===== config.mk =====
export PLATFORM = sky130hd
export DESIGN_NAME = alu_datapath_core
export DESIGN_NICKNAME = d
export VERILOG_FILES = /design/src/rtl/alu_datapath_core.sv
export SDC_FILE = /design/constraint.sdc
export NUM_CORES = 1
export LEC_CHECK = 0
export ABC_CLOCK_PERIOD_IN_PS = 5650
export CAP_MARGIN = 20
export CORE_MARGIN = 2
export CORE_UTILIZATION = 45
export CTS_CLUSTER_SIZE = 14
export DETAILED_ROUTE_END_ITERATION = 10
export SLEW_MARGIN = 15
export SYNTH_ARGS = -nofsm -noshare
export SYNTH_HDL_FRONTEND = slang
export SYNTH_SLANG_ARGS = --single-unit
export TNS_END_PERCENT = 5

===== constraint.sdc =====
create_clock -name clk -period 5.65 [get_ports clk]
set_input_delay 0.8475 -clock clk [delete_from_list [all_inputs] [get_ports clk]]
set_output_delay 0.8475 -clock clk [all_outputs]
set_load 0.01 [all_outputs]

===== src/rtl/alu_datapath_core.sv =====
// Multi-cycle register-bank datapath with a 6502-style ALU.
// One micro-op per command handshake; result and flags on a result handshake.
module alu_datapath_core #(
  parameter int DATA_WIDTH = 8,
  parameter int NUM_REGS   = 8,
  parameter int SEL_WIDTH  = 3
) (
  input  logic                  clk,
  input  logic                  reset,
  input  logic                  cmd_valid,
  output logic                  cmd_ready,
  input  logic [3:0]            cmd_op,
  input  logic [SEL_WIDTH-1:0]  cmd_sel_a,
  input  logic [SEL_WIDTH-1:0]  cmd_sel_b,
  input  logic                  cmd_use_imm,
  input  logic [DATA_WIDTH-1:0] cmd_imm,
  input  logic [SEL_WIDTH-1:0]  cmd_sel_d,
  output logic                  res_valid,
  input  logic                  res_ready,
  output logic [DATA_WIDTH-1:0] res_data,
  output logic [3:0]            res_flags,
  input  logic [SEL_WIDTH-1:0]  dbg_sel,
  output logic [DATA_WIDTH-1:0] dbg_data
);

  localparam int W = DATA_WIDTH;
  localparam logic [SEL_WIDTH:0] NREG = (SEL_WIDTH+1)'(NUM_REGS);

  localparam logic [3:0] OP_ADC = 4'd0;
  localparam logic [3:0] OP_SBC = 4'd1;
  localparam logic [3:0] OP_AND = 4'd2;
  localparam logic [3:0] OP_ORA = 4'd3;
  localparam logic [3:0] OP_EOR = 4'd4;
  localparam logic [3:0] OP_ASL = 4'd5;
  localparam logic [3:0] OP_LSR = 4'd6;
  localparam logic [3:0] OP_ROL = 4'd7;
  localparam logic [3:0] OP_ROR = 4'd8;
  localparam logic [3:0] OP_INC = 4'd9;
  localparam logic [3:0] OP_DEC = 4'd10;
  localparam logic [3:0] OP_PAS = 4'd11;
  localparam logic [3:0] OP_CMP = 4'd12;
  localparam logic [3:0] OP_BIT = 4'd13;

  typedef enum logic [2:0] {
    S_IDLE,
    S_FETCH,
    S_EXEC,
    S_WB,
    S_RESP
  } state_t;

  state_t state;
  state_t state_nx;

  logic [W-1:0]         regs [NUM_REGS];
  logic [3:0]           status;
  logic [3:0]           op_q;
  logic [SEL_WIDTH-1:0] sa_q;
  logic [SEL_WIDTH-1:0] sb_q;
  logic [SEL_WIDTH-1:0] sd_q;
  logic                 imm_q_sel;
  logic [W-1:0]         imm_q;
  logic [W-1:0]         a_q;
  logic [W-1:0]         b_q;
  logic [W-1:0]         res_q;
  logic [3:0]           flag_q;

  logic [W-1:0] rd_a;
  logic [W-1:0] rd_b;
  logic         wr_en;

  // Out-of-range selects read as zero and never write.
  assign rd_a = ({1'b0, sa_q} < NREG) ? regs[sa_q] : '0;
  assign rd_b = ({1'b0, sb_q} < NREG) ? regs[sb_q] : '0;
  assign dbg_data = ({1'b0, dbg_sel} < NREG) ? regs[dbg_sel] : '0;
  assign wr_en = (op_q < OP_CMP) && ({1'b0, sd_q} < NREG);

  logic [W-1:0] bb;
  logic         cin;
  logic [W:0]   sum;
  logic [W-1:0] alu_r;
  logic [3:0]   alu_f;
  logic         upd;
  logic         fn;
  logic         fv;
  logic         fz;
  logic         fc;
  logic         add_ov;

  always_comb begin
    bb     = (op_q == OP_SBC || op_q == OP_CMP) ? ~b_q : b_q;
    cin    = (op_q == OP_CMP) ? 1'b1 : status[0];
    sum    = {1'b0, a_q} + {1'b0, bb} + (W+1)'(cin);
    add_ov = (a_q[W-1] == bb[W-1]) && (sum[W-1] != a_q[W-1]);
    alu_r  = '0;
    upd    = 1'b1;
    fn     = status[3];
    fv     = status[2];
    fz     = status[1];
    fc     = status[0];
    unique case (op_q)
      OP_ADC, OP_SBC: begin
        alu_r = sum[W-1:0];
        fc    = sum[W];
        fv    = add_ov;
      end
      OP_AND: alu_r = a_q & b_q;
      OP_ORA: alu_r = a_q | b_q;
      OP_EOR: alu_r = a_q ^ b_q;
      OP_ASL: begin
        alu_r = {a_q[W-2:0], 1'b0};
        fc    = a_q[W-1];
      end
      OP_LSR: begin
        alu_r = {1'b0, a_q[W-1:1]};
        fc    = a_q[0];
      end
      OP_ROL: begin
        alu_r = {a_q[W-2:0], status[0]};
        fc    = a_q[W-1];
      end
      OP_ROR: begin
        alu_r = {status[0], a_q[W-1:1]};
        fc    = a_q[0];
      end
      OP_INC: alu_r = a_q + 1'b1;
      OP_DEC: alu_r = a_q - 1'b1;
      OP_PAS: alu_r = b_q;
      OP_CMP: begin
        alu_r = sum[W-1:0];
        fc    = sum[W];
      end
      OP_BIT: begin
        alu_r = a_q & b_q;
        fv    = b_q[W-2];
      end
      default: upd = 1'b0;
    endcase
    if (upd) begin
      fn = alu_r[W-1];
      fz = (alu_r == '0);
      if (op_q == OP_BIT) fn = b_q[W-1];
    end
    alu_f = {fn, fv, fz, fc};
  end

  always_comb begin
    state_nx = state;
    unique case (state)
      S_IDLE:  if (cmd_valid) state_nx = S_FETCH;
      S_FETCH: state_nx = S_EXEC;
      S_EXEC:  state_nx = S_WB;
      S_WB:    state_nx = S_RESP;
      S_RESP:  if (res_ready) state_nx = S_IDLE;
      default: state_nx = S_IDLE;
    endcase
  end

  assign cmd_ready = (state == S_IDLE);
  assign res_valid = (state == S_RESP);
  assign res_data  = res_q;
  assign res_flags = status;

  always_ff @(posedge clk) begin
    if (reset) begin
      state     <= S_IDLE;
      status    <= '0;
      op_q      <= '0;
      sa_q      <= '0;
      sb_q      <= '0;
      sd_q      <= '0;
      imm_q_sel <= 1'b0;
      imm_q     <= '0;
      a_q       <= '0;
      b_q       <= '0;
      res_q     <= '0;
      flag_q    <= '0;
      for (int i = 0; i < NUM_REGS; i++) regs[i] <= '0;
    end else begin
      state <= state_nx;
      unique case (state)
        S_IDLE: begin
          if (cmd_valid) begin
            op_q      <= cmd_op;
            sa_q      <= cmd_sel_a;
            sb_q      <= cmd_sel_b;
            sd_q      <= cmd_sel_d;
            imm_q_sel <= cmd_use_imm;
            imm_q     <= cmd_imm;
          end
        end
        S_FETCH: begin
          a_q <= rd_a;
          b_q <= imm_q_sel ? imm_q : rd_b;
        end
        S_EXEC: begin
          res_q  <= alu_r;
          flag_q <= alu_f;
        end
        S_WB: begin
          status <= flag_q;
          if (wr_en) regs[sd_q] <= res_q;
        end
        default: ;
      endcase
    end
  end

endmodule


Word level (Yosys, flattened, before mapping)
Memories as Yosys holds them, arrays and structs flattened. A register that Yosys moved wholly into a read port is not among the register bits. Index checks and enable logic that the tools add are counted. Widths: inputs -> output; s select.

Bits in writable memories: 64. Memories: 1. Word-level logic and storage cells: 80. Bits of input ports: 29. Bits in registers: 49. Output and inout port bits: 22.

$lt $le $gt $ge: 1. Add/subtract/negate cells: 4. Reduce and logical (&&, ||, !) cells: 14. Equality and inequality tests: 21. Bitwise gates (word level): 4. Muxes and demuxes: 24.

Memories: regs (depth 8, width 8, read ports 3, clocked after Yosys merged registers in 2, wr ports 8, line 55) `logic [W-1:0] regs [NUM_REGS];`.

Operators by type and width (count): $pmux 8 s11 (1); $eq 4x4->1 const B (6); $mux 8 (3); $eq 4x3->1 const B (4); $mux 3 (5); $pmux 3 s5 (1); $reduce_or 14->1 (1); $mux 1 (12); $add 8x8->9 (1); $add 9x1->9 (1); $add 8x1->8 const B (1); $and 8x8->8 (1); $eq 4x2->1 const B (2); $logic_not 8->1 (1); $not 8->8 (1); $or 8x8->8 (1); $reduce_or 2->1 (4); $reduce_or 8->1 (1); $sub 8x1->8 const B (1); $xor 8x8->8 (1); $eq 3x2->1 const B (2); $eq 4x1->1 const B (1); $logic_not 4->1 (1); $lt 4x4->1 const B (1); 13 further kinds (14).

Depth between registers and ports, before layout
Word-level depth: 8. Mapped depth: 16. Gate-level depth less buffers: 13.

Least setup slack after synthesis
No wires, ideal clock.

Path kind: reg2reg. From: register op_q[3]. To: register flag_q[1]. Data required time: 5564 ps. Buffers on the path: 3. Period minus slack after synthesis: 4180 ps. Data arrival time: 4094 ps. Stages on the path, launching flop included: 17. Path slack: 1470 ps. Setup time: 86 ps. Cell sequence: dfxtp_1 > buf_2 > clkbuf_1 > clkbuf_1 > nor2_1 > a22oi_1 > nor2_1 > xnor2_1 > fa_1 > fa_1 > nand2b_1 > a21oi_1 > a211oi_1 > a2111oi_1 > o31ai_1 > or4_1 > a221oi_2.

Longest elaborated chain between the ends: 8. Elaborated cells between the ends (all ways): 26. Those cells by class: add/sub: 2; eq/ne: 13; mux: 5; reduce/logical: 6.

RTL lines: start, declared (line 57) `logic [3:0] op_q;`; start signal, assigned (line 184) `op_q <= cmd_op;`; $eq 4x1->1 or $eq 4x4->1 (tied branches) (line 91, 101, 92); $logic_or 1x1->1 (line 91) `bb = (op_q == OP_SBC || op_q == OP_CMP) ? ~b_q : b_q;`; $mux 8 (line 91); $add 8x8->9 (line 93) `sum = {1'b0, a_q} + {1'b0, bb} + (W+1)'(cin);`; $add 9x1->9 (line 93); $pmux 8 s11 (line 101) `unique case (op_q)`; $logic_not 8->1 (line 141) `fz = (alu_r == '0);`; $mux 1 * (line 139) `if (upd) begin`; end signal, assigned (line 198) `flag_q <= alu_f;`; end, declared (line 66) `logic [3:0] flag_q;`.

Every way passes the cells marked *; elsewhere a longest branch is shown, timed or not. A chain may end at the register's enable or synchronous reset.

Worst setup path in the final report
From: register op_q[2]. To: register flag_q[1].

The elaborated chain is that of the path after synthesis.

==> insert_results.sql <==
INSERT INTO impl_metrics (metric_group, metric, value, unit) VALUES
('synth', 'synthCells', '758', ''),
('worst_setup_path', 'cp_slowest_stage_delay', '0.64', 'ns'),
('worst_setup_path', 'path_buf_inv', '1', ''),
('timing', 'report.final.setup_viol', '0', ''),
('worst_setup_path', 'timing.critical_path.arrival', '4.86', 'ns'),
('synth', 'ys_seq_area_share', '40.0', '%'),
('pwr', 'pwr_density_cell', '292', 'nW/um^2'),
('detailed_routing', 'detailedRoute.firstPassIterationCount', '5', ''),
('worst_setup_path', 'regToRegStartpoint', 'op_q[2]$_SDFFE_PP0P_', ''),
('worst_setup_path', 'category_of_the_critical_setup_timing_path', 'flop to flop', ''),
('placed_design', 'gp_congestion', '0.952', ''),
('clock_network', 'postCtsHoldBufs', '0', ''),
('floorplan', 'floorplan.core_area', '17100', 'um^2'),
('synth', 'edff_count_synth', '64', ''),
('clock_network', 'cts_tree', 'done', ''),
('synth', 'synth_commonest_cells', '93 x sky130_fd_sc_hd__nand2_1, 67 x sky130_fd_sc_hd__and2_1, 64 x sky130_fd_sc_hd__edfxtp_1', ''),
('clock_network', 'cts.htree.levels', '4', ''),
('synth', 'yosys.area.top_type', 'sky130_fd_sc_hd__edfxtp_1', ''),
('clock_network', 'cts.reportedPaths.clkPinSlew', '0.06', 'ns'),
('job', 'max-cap-violations', '0', ''),
('layout', 'multiInputGateArea', '4370', 'um^2'),
('timing', 'worst_pin_slew', '1.03', 'ns'),
('pwr', 'total_power', '2.62', 'mW'),
('timing', 'timing.final.crit_share', '79.9', '%'),
('grt', 'grt_first_pass_wirelength', '36200', 'um'),
('synth', 'synth.cell_area', '7810', 'um^2'),
('layout', 'regArea', '3130', 'um^2'),
('clock_network', 'postCtsResizedCells', '0', ''),
('timing', 'finClkSkew', '0.00756', 'ns'),
('synth', 'ys_seq_elements', '124', ''),
('placed_design', 'place.detailed.hpwl', '17400', 'um'),
('floorplan', 'ioPinCount', '51', ''),
('worst_setup_path', 'rr_endpoint', 'flag_q[1]$_SDFFE_PP0N_', ''),
('detailed_routing', 'post_detailed_route_wirelength_per_cell', '23.5', 'um'),
('grt', 'globalRouteTotalUtil', '27.2', '%'),
('synth', 'postSynth.asyncResetShare', '0', '%'),
('clock_network', 'cts.repair_timing.setup_buffer_count', '0', ''),
('worst_setup_path', 'timing.reg2reg.worst_path_depth', '14', ''),
('worst_setup_path', 'crit_path_end', 'flag_q[1]$_SDFFE_PP0N_', ''),
('synth', 'synth_top_cell_area_share', '24.6', '%'),
('worst_setup_path', 'cp_slowest_cell', 'sky130_fd_sc_hd__nor2_1', ''),
('floorplan', 'die_w', '136', 'um'),
('detailed_routing', 'vias', '6210', ''),
('worst_setup_path', 'crit_chain', 'buf_4 -> nor2_1 -> a22oi_1 -> nor2_1 -> xnor2_1 -> fa_1 -> fa_1 -> nand2b_1 -> a21oi_1 -> a211oi_1 -> a2111oi_1 -> o31ai_1 -> or4_1 -> a221oi_2', ''),
('clock_network', 'clockBufferDepth', '2', ''),
('detailed_routing', 'antenna_left', '0', ''),
('detailed_routing', 'drt-vias-per-instance', '6.05', ''),
('synth', 'ys_top_cells_by_area', 'sky130_fd_sc_hd__edfxtp_1 25%, sky130_fd_sc_hd__dfxtp_1 15%, sky130_fd_sc_hd__mux4_2 14%, sky130_fd_sc_hd__and2_1 5.4%, sky130_fd_sc_hd__ha_1 4.8%', ''),
('grt', 'grt_max_degree', '60', ''),
('worst_setup_path', 'cp_num_cells', '14', ''),
('worst_setup_path', 'timing.critical_path.max_delay_family', 'simple AND/OR/NAND/NOR gates', ''),
('layout', 'num_antenna_cells', '0', ''),
('grt', 'overflow', '0', ''),
('outcome', 'status', 'finished, final reports clean', ''),
('placed_design', 'port_buffers', '50', ''),
('synth', 'post-synth-top-count-cell', 'sky130_fd_sc_hd__nand2_1', ''),
('timing', 'grt_setup_unrepaired', 'no', ''),
('timing', 'finalSetupTns', '0', 'ns'),
('synth', 'synthesis.nets', '820', ''),
('clock_network', 'cts.sinks', '124', ''),
('clock_network', 'cts.root.buffer_cell', 'sky130_fd_sc_hd__clkbuf_16', ''),
('pwr', 'p_leak', '3.24', 'nW'),
('detailed_routing', 'detail_route.wirelength', '24100', 'um'),
('grt', 'grt_pass1_vias', '6115', ''),
('clock_network', 'insertion_delay', '0.42', 'ns'),
('synth', 'avg_cell_area_syn', '10.3', 'um^2'),
('timing', 'timing_hold_violations_final', '0', ''),
('worst_setup_path', 'critPathLaunchType', 'flop', ''),
('grt', 'grt_antenna_before_repair', '0', ''),
('synth', 'most_used_dff_post_synth', 'sky130_fd_sc_hd__edfxtp_1', ''),
('synth', 'ys_types', '60', '');
==> worst register-to-register path, cell delays in order (launching register included) <==
cell and delay, ns:
sky130_fd_sc_hd__dfxtp_1 0.51, sky130_fd_sc_hd__buf_4 0.31, sky130_fd_sc_hd__nor2_1 0.13, sky130_fd_sc_hd__a22oi_1 0.08
sky130_fd_sc_hd__nor2_1 0.64, sky130_fd_sc_hd__xnor2_1 0.17, sky130_fd_sc_hd__fa_1 0.44, sky130_fd_sc_hd__fa_1 0.46
sky130_fd_sc_hd__nand2b_1 0.17, sky130_fd_sc_hd__a21oi_1 0.19, sky130_fd_sc_hd__a211oi_1 0.10, sky130_fd_sc_hd__a2111oi_1 0.26
sky130_fd_sc_hd__o31ai_1 0.15, sky130_fd_sc_hd__or4_1 0.57, sky130_fd_sc_hd__a221oi_2 0.24
==> power by group <==
part / internal [mW] / leakage (nW) / switching (mW)
Combinational: 0.227 / 1.82 / 0.265
Clock: 0.588 / 0.271 / 0.424
Sequential: 0.998 / 1.15 / 0.117
==> metrics by stage <==
step	instances	instance area, um^2	hold slack (ns)	worst slack (ns)	utilization (%)
finish	1026	8980	0.456	1.13	52.5
global route	1026	8980	0.483	0.735	52.5
CTS	1022	8960	0.461	1.14	52.4
detailed placement	990	8420	0.453	1.16	49.2
global placement	990	8420	0.445	1.30	49.2
floorplan	758	7810	0.436	1.47	-
==> cell usage in the layout, fill, tap and decap left out, types with 8 or more instances in the layout <==
cell type / synthesis / routed
sky130_fd_sc_hd__clkdlybuf4s50_1: 0 / 48
sky130_fd_sc_hd__nor3_1: 18 / 18
sky130_fd_sc_hd__and2_1: 67 / 67
sky130_fd_sc_hd__a21oi_1: 50 / 50
sky130_fd_sc_hd__o21ai_0: 26 / 25
sky130_fd_sc_hd__a211oi_1: 13 / 13
sky130_fd_sc_hd__clkbuf_16: 0 / 18
sky130_fd_sc_hd__mux4_2: 48 / 48
sky130_fd_sc_hd__mux2i_1: 22 / 22
sky130_fd_sc_hd__dfxtp_1: 60 / 58
sky130_fd_sc_hd__mux2_2: 8 / 8
sky130_fd_sc_hd__nor2_1: 50 / 50
sky130_fd_sc_hd__edfxtp_1: 64 / 64
sky130_fd_sc_hd__nand2_1: 93 / 93
sky130_fd_sc_hd__ha_1: 30 / 30
sky130_fd_sc_hd__inv_1: 26 / 26
sky130_fd_sc_hd__a22oi_1: 10 / 10
sky130_fd_sc_hd__nand2b_1: 13 / 13
sky130_fd_sc_hd__xnor2_1: 15 / 15
==> final cells by class <==
class,instances,share of cell area (%)
Sequential cell,124,34.8
Clock inverter,12,0.933
Inverter,26,1.09
Timing Repair Buffer,61,6.27
Multi-Input combinational cell,558,48.7
Clock buffer,20,5.10
Tap cell,225,3.13
==> per-layer routing <==
| layer | global-route usage [%] | vias up | share of wire, % |
|---|---|---|---|
| met4 | 12.2 | 0 | 3.8 |
| met2 | 46.5 | 261 | 50 |
| li1 | - | 2834 | - |
| met5 | 0 | - | 0 |
| met1 | 34.0 | 3057 | 41 |
| met3 | 4.34 | 58 | 5.3 |
==> flip-flops by register name, summed over array words and instances (netlist names), named ones only <==
signal	cells
state	3
sd_q	3
sa_q	3
regs	64
res_flags	4
op_q	4
sb_q	3
b_q	8
imm_q_sel	1
res_data	8
a_q	8
imm_q	8
flag_q	4
==> kinds of logic (layout without fill, tap and decap cells) <==
family,count (synthesis),count (layout),synth area share (%)
buffers and inverters,76,119,4.06
muxes,78,78,17.8
AOI/OAI and AO/OA,149,149,12.7
xor gates and xnor gates,20,20,2.24
and+or+nand+nor,278,278,17.6
adders and majority gates,33,33,5.58
DFF,124,124,40.0
==> worst min-delay path by stage <==
stage | start | to | slack (ns)
after global placement | sb_q[0]$_SDFFE_PP0P_ | sb_q[0]$_SDFFE_PP0P_ | 0.44
after global routing | sb_q[0]$_SDFFE_PP0P_ | flop | 0.48
after CTS | sb_q[2]$_SDFFE_PP0P_ | sb_q[2]$_SDFFE_PP0P_ | 0.46
after detailed placement | imm_q[0]$_SDFFE_PP0P_ | imm_q[0]$_SDFFE_PP0P_ | 0.45
final | sb_q[0]$_SDFFE_PP0P_ | flop | 0.46
after floorplan | sb_q[0]$_SDFFE_PP0P_ | flop | 0.44
Power figures use the tool's default switching activity.
